File: config.mk
export PLATFORM = sky130hd
export DESIGN_NAME = mat_mult_stream_ctrl
export DESIGN_NICKNAME = d
export VERILOG_FILES = /design/src/rtl/mat_mult_stream_ctrl.sv
export SDC_FILE = /design/constraint.sdc
export NUM_CORES = 1
export LEC_CHECK = 0
export BUFFER_PORTS_ARGS = -buffer_cell sky130_fd_sc_hd__buf_2
export CAP_MARGIN = 20
export CORE_ASPECT_RATIO = 1.75
export CORE_MARGIN = 2
export CORE_UTILIZATION = 30
export CTS_CLUSTER_SIZE = 25
export DETAILED_ROUTE_END_ITERATION = 16
export PLACE_DENSITY_LB_ADDON = 0.08
export SLEW_MARGIN = 20
export SYNTH_ARGS = -nofsm -noshare
export SYNTH_HDL_FRONTEND = slang
export SYNTH_SLANG_ARGS = --single-unit
export TNS_END_PERCENT = 30
File: constraint.sdc
create_clock -name clk -period 5.43 [get_ports clk]
set_input_delay 0.2715 -clock clk [delete_from_list [all_inputs] [get_ports clk]]
set_output_delay 0.2715 -clock clk [all_outputs]
set_load 0.02 [all_outputs]
File: src/rtl/mat_mult_stream_ctrl.sv
// Serial valid/ready front/back end for the square matrix multiplier: loads A then B, runs the array, streams A*B out.
// Optional WAIT watchdog built when MAT_CTRL_TIMEOUT_EN is defined; otherwise timeout_err is tied low.
module mat_mult_stream_ctrl #(
    parameter int N_ROWS         = 2,
    parameter int N_COLUMNS      = 2,
    parameter int TIMEOUT_CYCLES = 64
) (
    input  logic               clk,
    input  logic               reset,
    input  logic               in_valid,
    output logic               in_ready,
    input  logic signed [31:0] in_data,
    output logic               out_valid,
    input  logic               out_ready,
    output logic signed [31:0] out_data,
    output logic               out_last,
    output logic               enable_mult,
    output logic signed [31:0] mat1    [N_ROWS][N_COLUMNS],
    output logic signed [31:0] mat2    [N_ROWS][N_COLUMNS],
    input  logic signed [31:0] mat_out [N_ROWS][N_COLUMNS],
    input  logic               mult_done,
    output logic               busy,
    output logic               timeout_err
);

    localparam int NN    = N_ROWS * N_COLUMNS;
    localparam int IDX_W = (NN > 1) ? $clog2(NN) : 1;
    localparam logic [IDX_W-1:0] LAST_IDX = IDX_W'(NN - 1);

    if (N_ROWS != N_COLUMNS || TIMEOUT_CYCLES < 1) begin : g_param_check
        $error("mat_mult_stream_ctrl: N_ROWS must equal N_COLUMNS and TIMEOUT_CYCLES must be >= 1");
    end

    typedef enum logic [1:0] {LOAD_A, LOAD_B, WAIT, DRAIN} state_t;

    state_t                 state, state_nxt;
    logic [IDX_W-1:0]       idx, idx_nxt, idx_p1;
    logic                   wait_first;
    logic                   in_hs, out_hs, capture, abort, wd_expired;
    logic signed [31:0]     result [N_ROWS][N_COLUMNS];
    logic signed [31:0]     rd_word;

    assign in_ready = !reset && (state == LOAD_A || state == LOAD_B);
    assign idx_p1   = idx + 1'b1;

    always_comb begin
        state_nxt = state;
        in_hs     = 1'b0;
        out_hs    = 1'b0;
        capture   = 1'b0;
        abort     = 1'b0;
        case (state)
            LOAD_A: begin
                in_hs = in_valid;
                if (in_valid && idx == LAST_IDX) state_nxt = LOAD_B;
            end
            LOAD_B: begin
                in_hs = in_valid;
                if (in_valid && idx == LAST_IDX) state_nxt = WAIT;
            end
            WAIT: begin
                // A done still asserted from the previous job must not be taken as this job's completion
                if (!wait_first && mult_done) begin
                    capture   = 1'b1;
                    state_nxt = DRAIN;
                end else if (wd_expired) begin
                    abort     = 1'b1;
                    state_nxt = LOAD_A;
                end
            end
            DRAIN: begin
                out_hs = out_ready;
                if (out_ready && idx == LAST_IDX) state_nxt = LOAD_A;
            end
            default: state_nxt = LOAD_A;
        endcase

        if (state_nxt != state)     idx_nxt = '0;
        else if (in_hs || out_hs)   idx_nxt = idx_p1;
        else                        idx_nxt = idx;
    end

    // Word that follows the one currently presented on out_data
    always_comb begin
        rd_word = '0;
        for (int r = 0; r < N_ROWS; r++) begin
            for (int c = 0; c < N_COLUMNS; c++) begin
                if (idx_p1 == IDX_W'(r * N_COLUMNS + c)) rd_word = result[r][c];
            end
        end
    end

    always_ff @(posedge clk) begin
        if (reset) begin
            state       <= LOAD_A;
            idx         <= '0;
            wait_first  <= 1'b0;
            enable_mult <= 1'b0;
            busy        <= 1'b0;
            out_valid   <= 1'b0;
            out_last    <= 1'b0;
            out_data    <= '0;
            for (int r = 0; r < N_ROWS; r++) begin
                for (int c = 0; c < N_COLUMNS; c++) begin
                    mat1[r][c]   <= '0;
                    mat2[r][c]   <= '0;
                    result[r][c] <= '0;
                end
            end
        end else begin
            state       <= state_nxt;
            idx         <= idx_nxt;
            wait_first  <= (state != WAIT) && (state_nxt == WAIT);
            enable_mult <= (state_nxt == WAIT);
            busy        <= (state_nxt == WAIT) || (state_nxt == DRAIN);

            // B arrives row-major but is stored transposed so each mat2 row is a B column
            for (int r = 0; r < N_ROWS; r++) begin
                for (int c = 0; c < N_COLUMNS; c++) begin
                    if (in_hs && state == LOAD_A && idx == IDX_W'(r * N_COLUMNS + c))
                        mat1[r][c] <= in_data;
                    if (in_hs && state == LOAD_B && idx == IDX_W'(r * N_COLUMNS + c))
                        mat2[c][r] <= in_data;
                    if (capture)
                        result[r][c] <= mat_out[r][c];
                end
            end

            if (capture) begin
                out_valid <= 1'b1;
                out_data  <= mat_out[0][0];
                out_last  <= (NN == 1);
            end else if (out_hs) begin
                if (idx == LAST_IDX) begin
                    out_valid <= 1'b0;
                    out_last  <= 1'b0;
                end else begin
                    out_data  <= rd_word;
                    out_last  <= (idx_p1 == LAST_IDX);
                end
            end
        end
    end

`ifdef MAT_CTRL_TIMEOUT_EN
    localparam int CNT_W = $clog2(TIMEOUT_CYCLES + 1);
    logic [CNT_W-1:0] wait_cnt;

    assign wd_expired = (state == WAIT) && (wait_cnt == CNT_W'(TIMEOUT_CYCLES - 1));

    always_ff @(posedge clk) begin
        if (reset) begin
            wait_cnt    <= '0;
            timeout_err <= 1'b0;
        end else begin
            if (state != WAIT)    wait_cnt <= '0;
            else if (!wd_expired) wait_cnt <= wait_cnt + 1'b1;
            if (abort)            timeout_err <= 1'b1;
        end
    end
`else
    assign wd_expired  = 1'b0;
    assign timeout_err = 1'b0;
`endif

endmodule

==> metrics.md, run 1 <==
| Metric | Value |
|---|---|
| Peak Freq | `0.3339 GHz` |
| Int Pwr | `5.378 mW` |
| Share of cells above drive strength 1 | `0.2541` |
| CP max stage cell | `nand2b_2` |
| Syn Inst Count | `1798` |
| Synth top area share | `0.3515` |
| Largest net degree at the start of global routing | `132` |
| Via count | `14280` |
| H-tree depth | `2` |
| Setup bufs post-CTS | `0` |
| Cell taking the most area after synthesis | `dfxtp_1` |
| Post-cts repair resize count | `0` |
| Grt total ovfl | `0` |
| Area of the die | `0.05819 mm^2` |
| Area growth from synthesis to layout | `27.52%` |
| NumNets Final | `2378` |
| Vias per cell | `4.845` |
| P per Cell Area | `328.5 mW/mm^2` |
| RD Place Congestion | `0.7904` |
| Switching part of the total power | `0.2384` |
| Syn. warnings | `0` |
| Peak VDD IR | `212.8 uV` |
| Hpwl dp | `39.96 mm` |
| GRT Total Usage | `0.2049` |
| WP data arrival | `3.38 ns` |
| Clk_lat worst skew | `0.57 ns` |
| Hold Path Class | `primary input to flip-flop` |
| Routed Wire Length | `61.61 mm` |
| Initial Util | `0.3020` |
| Critical path's top delay family | `simple AND/OR/NAND/NOR gates` |
| Worst setup margin | `2.435 ns` |
| Number of CTS-inserted buffers | `44` |
| Critical path type | `flip-flop to flip-flop` |
| DR pass1 iterations | `5` |
| WL/cell | `20.90 um` |
| Slew margin rel. | `0.2872` |
| Min Clock Period, post-route | `2.995 ns` |
| Synth area leaders | `dfxtp_1, edfxtp_1, nand2_1` |
| Hold-fix buffers at CTS | `82` |
| Max incr delay on CP | `0.87 ns` |
| CP required | `5.82 ns` |
| CP Buf/Inv Count | `0` |
| Initial antenna violation count | `6` |
| CTS tree | `built` |
| Part of the power in combinational logic | `0.074` |
| Syn avg cell area | `9.377 um^2` |
| Cell variety after synth | `40` |
| Antenna-violating nets left | `0` |
| Clk buf depth | `3` |
| Core Rows | `115` |
| Fin crit share | `0.5515` |
| CP Launch Point | `busy$_SDFF_PP0_` |
| Ports | `459` |
| Status | `complete, no violations` |
| Vias in the first global route | `13880` |
| Root Driver | `clkbuf_16` |
| Port Buf Inserts | `457` |
| Worst hold start | `mat_out[115]` |
| Switching power total | `1.684 mW` |
| Clock sink count | `424` |
| Die height | `317.6 um` |
| Worst-path clk slew | `0.06 ns` |
| LEAKAGE | `9.282 nW` |
| Pins Over Slew Limit | `0` |
| Setup WS pre-CTS | `2.340 ns` |
| Count of state elements after synthesis | `424` |
| Setup crit start kind | `flip-flop` |
| Reg2reg start | `busy$_SDFF_PP0_` |
| First-pass GRT wire length | `90.47 mm` |
| MaxCap Viol Count | `0` |
| DR DRC count | `0` |
| RSZ-0062 raised after global routing | `false` |
| Critical-path cell list | `and4bb_4 -> nand2b_2 -> o221ai_1` |
| CP Max Fanout | `70` |
| Core area | `0.05583 mm^2` |
| Synthesized area | `0.01686 mm^2` |
| Clock power share | `0.452` |
| CP endpoint kind | `flip-flop` |
| Worst-margin pin slew | `1.067 ns` |
| Fin Setup TNS | `0 ns` |
| Die X | `183.2 um` |
| Sequential share of power | `0.474` |
| Final Setup Violations | `0` |
| Hold Vio Cnt, Final | `0` |
| Clock skew | `0.01375 ns` |
| DRT iter0 DRCs | `810` |
| Sequential area share after synthesis | `0.5794` |
| Syn Nets | `1967` |
power by group through the flow:
| stage | Sequential [mW] | Combinational (mW) | Clock (mW) |
|---|---|---|---|
| after global routing | 3.35 | 0.569 | 3.38 |
| after CTS | 3.35 | 0.531 | 3.29 |
| after global placement | 3.42 | 0.482 | 0 |
| final | 3.35 | 0.523 | 3.19 |
| after floorplan | 3.46 | 0.242 | 0 |
| after detailed placement | 3.42 | 0.485 | 0 |
worst register-to-register path, stage by stage (launching register included):
cell and delay [ns]:
dfxtp_1 0.84, and4bb_4 0.84, nand2b_2 0.88, o221ai_1 0.26
layer usage:
layer	routed length, um	global-route usage	vias to the layer above
met3	4167	0.04970	95
met2	31160	0.3691	468
li1	-	-	6935
met5	37	0	-
met1	24220	0.2328	6778
met4	2029	0.07360	6
cell usage after synthesis, drive strengths merged:
library cell  instances
o2111ai              32
nand3                33
nor2                  5
clkinv                1
and3b                31
and4bb                4
o21ai                 3
nor2b                 5
or2                   2
o31ai                 1
clkbuf               61
dfxtp               296
a31o                  1
inv                  35
and4b                 4
ha                    4
a31oi                 2
a221oi                2
a211oi               31
nand2b               34
o211ai                1
buf                 131
or3b                  1
edfxtp              128
conb                  1
o221ai               31
and2                  1
nand2               549
nand4bb               4
nand4b                6
a21oi               260
and3                 97
nor4bb                1
through the flow:
stage | std cells | area [um^2] | power [mW] | utilization | hold WS [ns]
2_1_floorplan | 1798 | 16860 | 3.700 | - | 0.4363
3_5_place_dp | 2781 | 19110 | 3.905 | 0.3424 | 0.4430
4_1_cts | 2943 | 21440 | 7.170 | 0.3840 | 0.0006894
3_3_place_gp | 2780 | 19090 | 3.899 | 0.3420 | 0.4380
6_report | 2948 | 21500 | 7.062 | 0.3851 | 0.03270
5_1_grt | 2948 | 21500 | 7.304 | 0.3851 | 0.01119
state kept, by name, summed over array words and instances (netlist names):
signal and cells:
enable_mult 1, state 1, out_last 1, mat2 128
busy 1, out_data 32, idx 2, out_valid 1
wait_first 1, result 128, mat1 128
worst paths after layout:
path / to / slack [ns] / cells after the start
min reg2reg: mat1[73]$_SDFFE_PP0P_ / 0.45 / 2
min: out_data[19]$_SDFFE_PP0P_ / 0.03 / 3
max: out_data[1]$_SDFFE_PP0P_ / 2.44 / 3
max reg2reg: out_data[1]$_SDFFE_PP0P_ / 2.44 / 3
final cells by class:
| type | count | area (um^2) |
|---|---|---|
| antenna | 3 | 7.507 |
| inverter | 36 | 137.6 |
| tap | 702 | 878.3 |
| fill | 5802 | 34330 |
| clock buffer | 68 | 1333 |
| timing repair buffer | 557 | 3308 |
| clock inverter | 12 | 173.9 |
| sequential | 424 | 9769 |
| multi-input combinational | 1146 | 5892 |
layout by cell type, fill, tap and decap left out, drive strengths merged, types with 34 or more instances in the layout:
master	count
inv	39
a21oi	260
nand2b	34
buf	474
nand2	549
dlygate4sd3	82
clkbuf	69
edfxtp	128
dfxtp	296
and3	97
cell families (layout without fill, tap and decap cells):
family	after synthesis	after routing	synth area share
AND/OR/NAND/NOR	777	777	0.2140
flip-flops	424	424	0.5794
AO/OA/AOI/OAI	364	364	0.1281
buffers and inverters	228	673	0.07532
adder cells (fa/ha/maj)	4	4	0.002969
other	1	4	0.0002224
Note: power is estimated with default switching activity, not from simulation.
==> run 2, diff against run 1 <==
- ABC_AREA: unset -> 1
- clock period: 5.43 -> 2.7 ns (I/O delays scaled with it)
==> metrics.md, run 2 <==
| Metric | Value |
|---|---|
| Post-layout util | `0.4103` |
| Flop2flop setup slack | `0.70 ns` |
| Port Buf Inserts | `457` |
| Final Setup Violations | `0` |
| Status | `complete, no violations` |
| Syn. warnings | `0` |
| Clk buf depth | `3` |
| Max layer used | `met5` |
| Die height | `318.8 um` |
| WHS Path Cells | `6` |
| Cell taking the most area after synthesis | `dfxtp_1` |
| Worst reg2reg path depth | `8` |
| Clk_lat worst skew | `0.56 ns` |
| WL/cell | `18.26 um` |
| Register area | `0.009769 mm^2` |
| Grt total ovfl | `0` |
| Hold EP | `idx[0]$_SDFFE_PP0P_` |
| Critical path type | `flip-flop to flip-flop` |
| Largest net degree at the start of global routing | `142` |
| Ys async rst share | `0` |
| Min Clock Period, post-route | `2.003 ns` |
| Via count | `15210` |
| Clock sink count | `424` |
| CP endpoint kind | `flip-flop` |
| Hold Vio Cnt, Final | `0` |
| Cell variety after synth | `32` |
| NumNets Final | `2799` |
| Post-Route M1 WL | `24.74 mm` |
| Dpl cell area | `0.01993 mm^2` |
| Sequential area share after synthesis | `0.5750` |
| Root Driver | `clkbuf_16` |
| WHS | `0.05990 ns` |
| CP required | `3.19 ns` |
| Syn Inst Count | `2069` |
| DRT iter0 DRCs | `819` |
| Reg2reg start | `idx[0]$_SDFFE_PP0P_` |
| DR DRC count | `0` |
| Clock skew | `0.02040 ns` |
| Pins Over Slew Limit | `0` |
| Synth top area share | `0.3488` |
| Fin crit share | `0.7418` |
| Slew margin rel. | `0.4470` |
| Syn avg cell area | `8.211 um^2` |
| RD Place Congestion | `0.7817` |
| Worst-path clk slew | `0.06 ns` |
| Peak VDD IR | `460.0 uV` |
| Commonest cells after routing, fill and taps aside | `nor2_1, buf_2, dfxtp_1` |
| Number of CTS-inserted buffers | `44` |
| Setup WS pre-CTS | `0.7116 ns` |
| Core Rows | `115` |
| Vias in the first global route | `14990` |
| Fillers | `5708` |
| WP data arrival | `2.49 ns` |
| Count of state elements after synthesis | `424` |
| RSZ-0062 raised after global routing | `false` |
| Worst-margin pin slew | `0.8294 ns` |
| Setup crit start kind | `flip-flop` |
| First-pass GRT wire length | `91.59 mm` |
| Most common cell after layout, fill and taps aside | `nor2_1` |
| Tot Pwr | `14.88 mW` |
| Initial Util | `0.3027` |
| Predominant post-synthesis flop cell | `dfxtp_1` |
| DP Cell Count | `3125` |
| Peak Freq | `0.4993 GHz` |
| DR pass1 iterations | `5` |
| Die X | `183.9 um` |
| Initial antenna violation count | `2` |
| LEAKAGE | `10.96 nW` |
| RR Endpoint | `out_data[21]$_SDFFE_PP0P_` |
| Post-Layout Cell Count | `3363` |
| Area growth from synthesis to layout | `35.53%` |
| Post-cts repair resize count | `0` |
| Met3 WL post-DR | `3.808 mm` |
| Top cells by instance count after synthesis | `nor2_1, dfxtp_1, o21ai_0, inv_1, nand2_1` |
| Hold Path Class | `primary input to flip-flop` |
| MaxCap Viol Count | `0` |
| Worst setup margin | `0.6971 ns` |
| Largest registers | `mat1 x128, mat2 x128, result x128` |
| P per Cell Area | `646.4 mW/mm^2` |
| CTS tree | `built` |
| Area of the die | `0.05862 mm^2` |
| EDFF count, synth | `128` |
| Met2 wire length | `31.07 mm` |
| Routed Wire Length | `61.40 mm` |
| Vias per cell | `4.523` |
| Area of the multi-input gates | `0.005725 mm^2` |
| Syn Nets | `2238` |
| Ports | `459` |
| Final instance area | `0.02302 mm^2` |
| CP Max Fanout | `65` |
| Share of cells above drive strength 1 | `0.2425` |
| Core area | `0.05612 mm^2` |
| Hpwl dp | `40.24 mm` |
| Worst hold start | `in_valid` |
| GRT Total Usage | `0.2038` |
| H-tree depth | `2` |
| Top-count cell post-synth | `nor2_1` |
| Synthesized area | `0.01699 mm^2` |
| Synth area leaders | `dfxtp_1, edfxtp_1, nor2_1` |
| Fin Setup TNS | `0 ns` |
| Antenna-violating nets left | `0` |
==> run 2: kinds of logic (layout without fill, tap and decap cells) <==
| kind of cell | count (synthesis) | in the layout | share of synthesized area |
|---|---|---|---|
| other | 1 | 2 | 0.0002207 |
| adders and majority gates | 4 | 4 | 0.002946 |
| and+or+nand+nor | 809 | 809 | 0.1930 |
| DFF | 424 | 424 | 0.5750 |
| AOI/OAI and AO/OA | 451 | 451 | 0.1386 |
| buffers and inverters | 379 | 970 | 0.08963 |
| xor gates and xnor gates | 1 | 1 | 0.0005156 |
==> run 2: where the power goes <==
group	internal, mW	leakage [nW]	switching [mW]
clock	3.68	0.721	2.71
combinational	0.597	6.52	1.07
sequential	6.74	3.72	0.0823
total	11.0	11.0	3.86
==> run 2: worst max path at each step <==
stage / start / to / slack (ns) / cells after the start
after global placement: idx[0]$_SDFFE_PP0P_ / mat2[107]$_SDFFE_PP0P_ / 0.77 / 7
after floorplan: busy$_SDFF_PP0_ / result[0][0]$_SDFFCE_PN0P_ / 0.55 / 4
final: idx[0]$_SDFFE_PP0P_ / out_data[21]$_SDFFE_PP0P_ / 0.70 / 8
after global routing: idx[0]$_SDFFE_PP0P_ / out_data[29]$_SDFFE_PP0P_ / 0.51 / 8
after CTS: busy$_SDFF_PP0_ / out_data[22]$_SDFFE_PP0P_ / 0.68 / 7
after detailed placement: busy$_SDFF_PP0_ / out_data[22]$_SDFFE_PP0P_ / 0.71 / 7
==> run 2: layout make-up <==
class	instances	share of cell area
Sequential cell	424	0.4243
Multi-Input combinational cell	1266	0.2487
Timing Repair Buffer	649	0.1843
Clock buffer	56	0.05293
Inverter	245	0.04032
Tap cell	702	0.03815
Clock inverter	20	0.01119
Antenna cell	1	0.0001087
==> run 2: routing by layer <==
layer	up-vias	GRT usage
met4	2	0.06471
met2	474	0.3713
met1	7005	0.2347
met5	-	0
met3	88	0.04362
li1	7641	-
==> run 2: what timing repair did <==
| action | in CTS | in global routing |
|---|---|---|
| buffers inserted | 0 | 0 |
| hold buffers | 161 | 0 |
| endpoints found under the hold margin | 385 | 0 |
==> run 2: worst max-delay path, cell delays in order (launching register included) <==
cell and delay, ns:
dfxtp_1 0.42, inv_1 0.10, ha_1 0.24, inv_2 0.08, buf_4 0.64, nor2_1 0.09, nor2_1 0.13, nand2_1 0.08
a21oi_2 0.11
==> run 3, diff against run 2 <==
- clock period: 2.7 -> 1.87 ns (I/O delays scaled with it)
==> metrics.md, run 3 (synthesis results as in run 2) <==
| Metric | Value |
|---|---|
| GRT Total Usage | `0.2032` |
| Most common cell after layout, fill and taps aside | `nor2_1` |
| Peak VDD IR | `533.4 uV` |
| Core Rows | `115` |
| DR pass1 iterations | `5` |
| RD Place Congestion | `0.7780` |
| Clock skew | `0.01464 ns` |
| Vias per cell | `4.502` |
| WHS Path Cells | `7` |
| Status | `complete, no violations` |
| Max incr delay on CP | `0.38 ns` |
| Fin crit share | `0.8983` |
| Clk buf depth | `3` |
| P per Cell Area | `903.3 mW/mm^2` |
| Critical path's top delay family | `buffers and inverters` |
| WL/cell | `17.87 um` |
| Critical-path cell list | `inv_1 -> ha_2 -> inv_1 -> buf_12 -> nor2_4 -> inv_1 -> buf_12 -> nor2_1 -> nor2_1` |
| CTS tree | `built` |
| Min Clock Period, post-route | `1.680 ns` |
| Slew margin rel. | `0.6233` |
| Port Buf Inserts | `457` |
| Final Setup Violations | `0` |
| WP data arrival | `2.18 ns` |
| Peak Freq | `0.5953 GHz` |
| Fillers | `5754` |
| Die X | `183.9 um` |
| Initial antenna violation count | `1` |
| Area growth from synthesis to layout | `36.71%` |
| Crit path top cell by count | `inv_1` |
| Clk_lat worst skew | `0.56 ns` |
| Hpwl dp | `40.55 mm` |
| Worst hold start | `mult_done` |
| Antenna-violating nets left | `0` |
| Area of the die | `0.05862 mm^2` |
| RR Endpoint | `mat1[73]$_SDFFE_PP0P_` |
| Area of the multi-input gates | `0.005731 mm^2` |
| Worst-path clk slew | `0.06 ns` |
| Die height | `318.8 um` |
| Vias in the first global route | `15350` |
| Setup crit start kind | `flip-flop` |
| MaxCap Viol Count | `0` |
| Number of CTS-inserted buffers | `43` |
| Reg2reg start | `idx[1]$_SDFFE_PP0P_` |
| Commonest cells after routing, fill and taps aside | `nor2_1, buf_2, dfxtp_1` |
| DR DRC count | `0` |
| H-tree depth | `2` |
| Hold EP | `out_last$_SDFFE_PP0P_` |
| Worst reg2reg path depth | `9` |
| CP required | `2.37 ns` |
| CP max stage cell | `dfxtp_1` |
| WHS | `0.1242 ns` |
| Largest net degree at the start of global routing | `114` |
| Register area | `0.009769 mm^2` |
| Fin Setup TNS | `0 ns` |
| NumNets Final | `2815` |
| Via count | `15220` |
| CP Max Fanout | `33` |
| LEAKAGE | `11.05 nW` |
| CP Buf/Inv Count | `5` |
| Root Driver | `clkbuf_16` |
| Pins Over Slew Limit | `0` |
| Grt total ovfl | `0` |
| Routed Wire Length | `60.40 mm` |
| First-pass GRT wire length | `91.43 mm` |
| Hold Vio Cnt, Final | `0` |
| Ports | `459` |
| RSZ-0062 raised after global routing | `false` |
| Flop2flop setup slack | `0.19 ns` |
| Critical path type | `flip-flop to flip-flop` |
| Worst-margin pin slew | `0.5651 ns` |
| Initial Util | `0.3027` |
| CP endpoint kind | `flip-flop` |
| Hold Path Class | `primary input to flip-flop` |
| Core area | `0.05612 mm^2` |
| Largest registers | `mat1 x128, mat2 x128, result x128` |
| DRT iter0 DRCs | `743` |
| Share of cells above drive strength 1 | `0.2450` |
| Clock sink count | `424` |
-- run 3: metal layers --
| layer | up-vias | GRT usage | share of wire |
|---|---|---|---|
| met1 | 6968 | 0.2345 | 0.41 |
| met3 | 95 | 0.03917 | 0.057 |
| met2 | 467 | 0.3683 | 0.50 |
| met4 | 0 | 0.07431 | 0.033 |
| li1 | 7690 | - | - |
| met5 | - | 0 | 0 |
-- run 3: where the power goes --
group          internal, mW  total (mW)  switching [mW]
Clock                  4.88        8.64            3.76
Combinational         0.924        2.48            1.55
Sequential             9.74        9.86           0.121
-- run 3: worst register-to-register path, stage by stage, from the launching register on --
cell     delay (ns)
dfxtp_1        0.38
inv_1          0.09
ha_2           0.20
inv_1          0.11
buf_12         0.20
nor2_4         0.06
inv_1          0.19
buf_12         0.21
nor2_1         0.08
nor2_1         0.10
-- run 3: layout make-up --
| class | instances | area share |
|---|---|---|
| Tap cell | 702 | 0.03782 |
| Timing Repair Buffer | 666 | 0.1956 |
| Sequential cell | 424 | 0.4206 |
| Inverter | 245 | 0.03997 |
| Clock buffer | 60 | 0.05128 |
| Multi-Input combinational cell | 1266 | 0.2467 |
| Clock inverter | 17 | 0.007865 |
| Antenna cell | 1 | 0.0001077 |
-- run 3: worst max path at each step --
stage                              startpoint                    endpoint  cells past startpoint
after floorplan               busy$_SDFF_PP0_  result[0][0]$_SDFFCE_PN0P_                      4
after global placement    idx[1]$_SDFFE_PP0P_       mat1[85]$_SDFFE_PP0P_                      8
after detailed placement  idx[1]$_SDFFE_PP0P_       mat1[71]$_SDFFE_PP0P_                      8
after CTS                 idx[1]$_SDFFE_PP0P_       mat1[91]$_SDFFE_PP0P_                      8
after global routing      idx[0]$_SDFFE_PP0P_      mat1[108]$_SDFFE_PP0P_                      7
final                     idx[1]$_SDFFE_PP0P_       mat1[73]$_SDFFE_PP0P_                      9
-- run 3: what timing repair did --
action,4_1_cts,5_1_grt
setup buffers,0,0
hold buffers,163,0
setup endpoints to repair,0,12
endpoints found under the hold margin,420,0
gates resized for setup,0,1
-- run 3: metrics by stage --
step / cell area (um^2) / std cells / setup slack (ns) / power, mW / utilization
2_1_floorplan: 17010 / 2069 / 0.07095 / 11.26 / -
3_3_place_gp: 20210 / 3140 / 0.2070 / 12.29 / 0.3602
3_5_place_dp: 20210 / 3140 / 0.1371 / 12.31 / 0.3602
4_1_cts: 23220 / 3380 / 0.1165 / 21.33 / 0.4138
5_1_grt: 23230 / 3381 / 0.01693 / 21.90 / 0.4139
6_report: 23230 / 3381 / 0.1902 / 20.98 / 0.4139
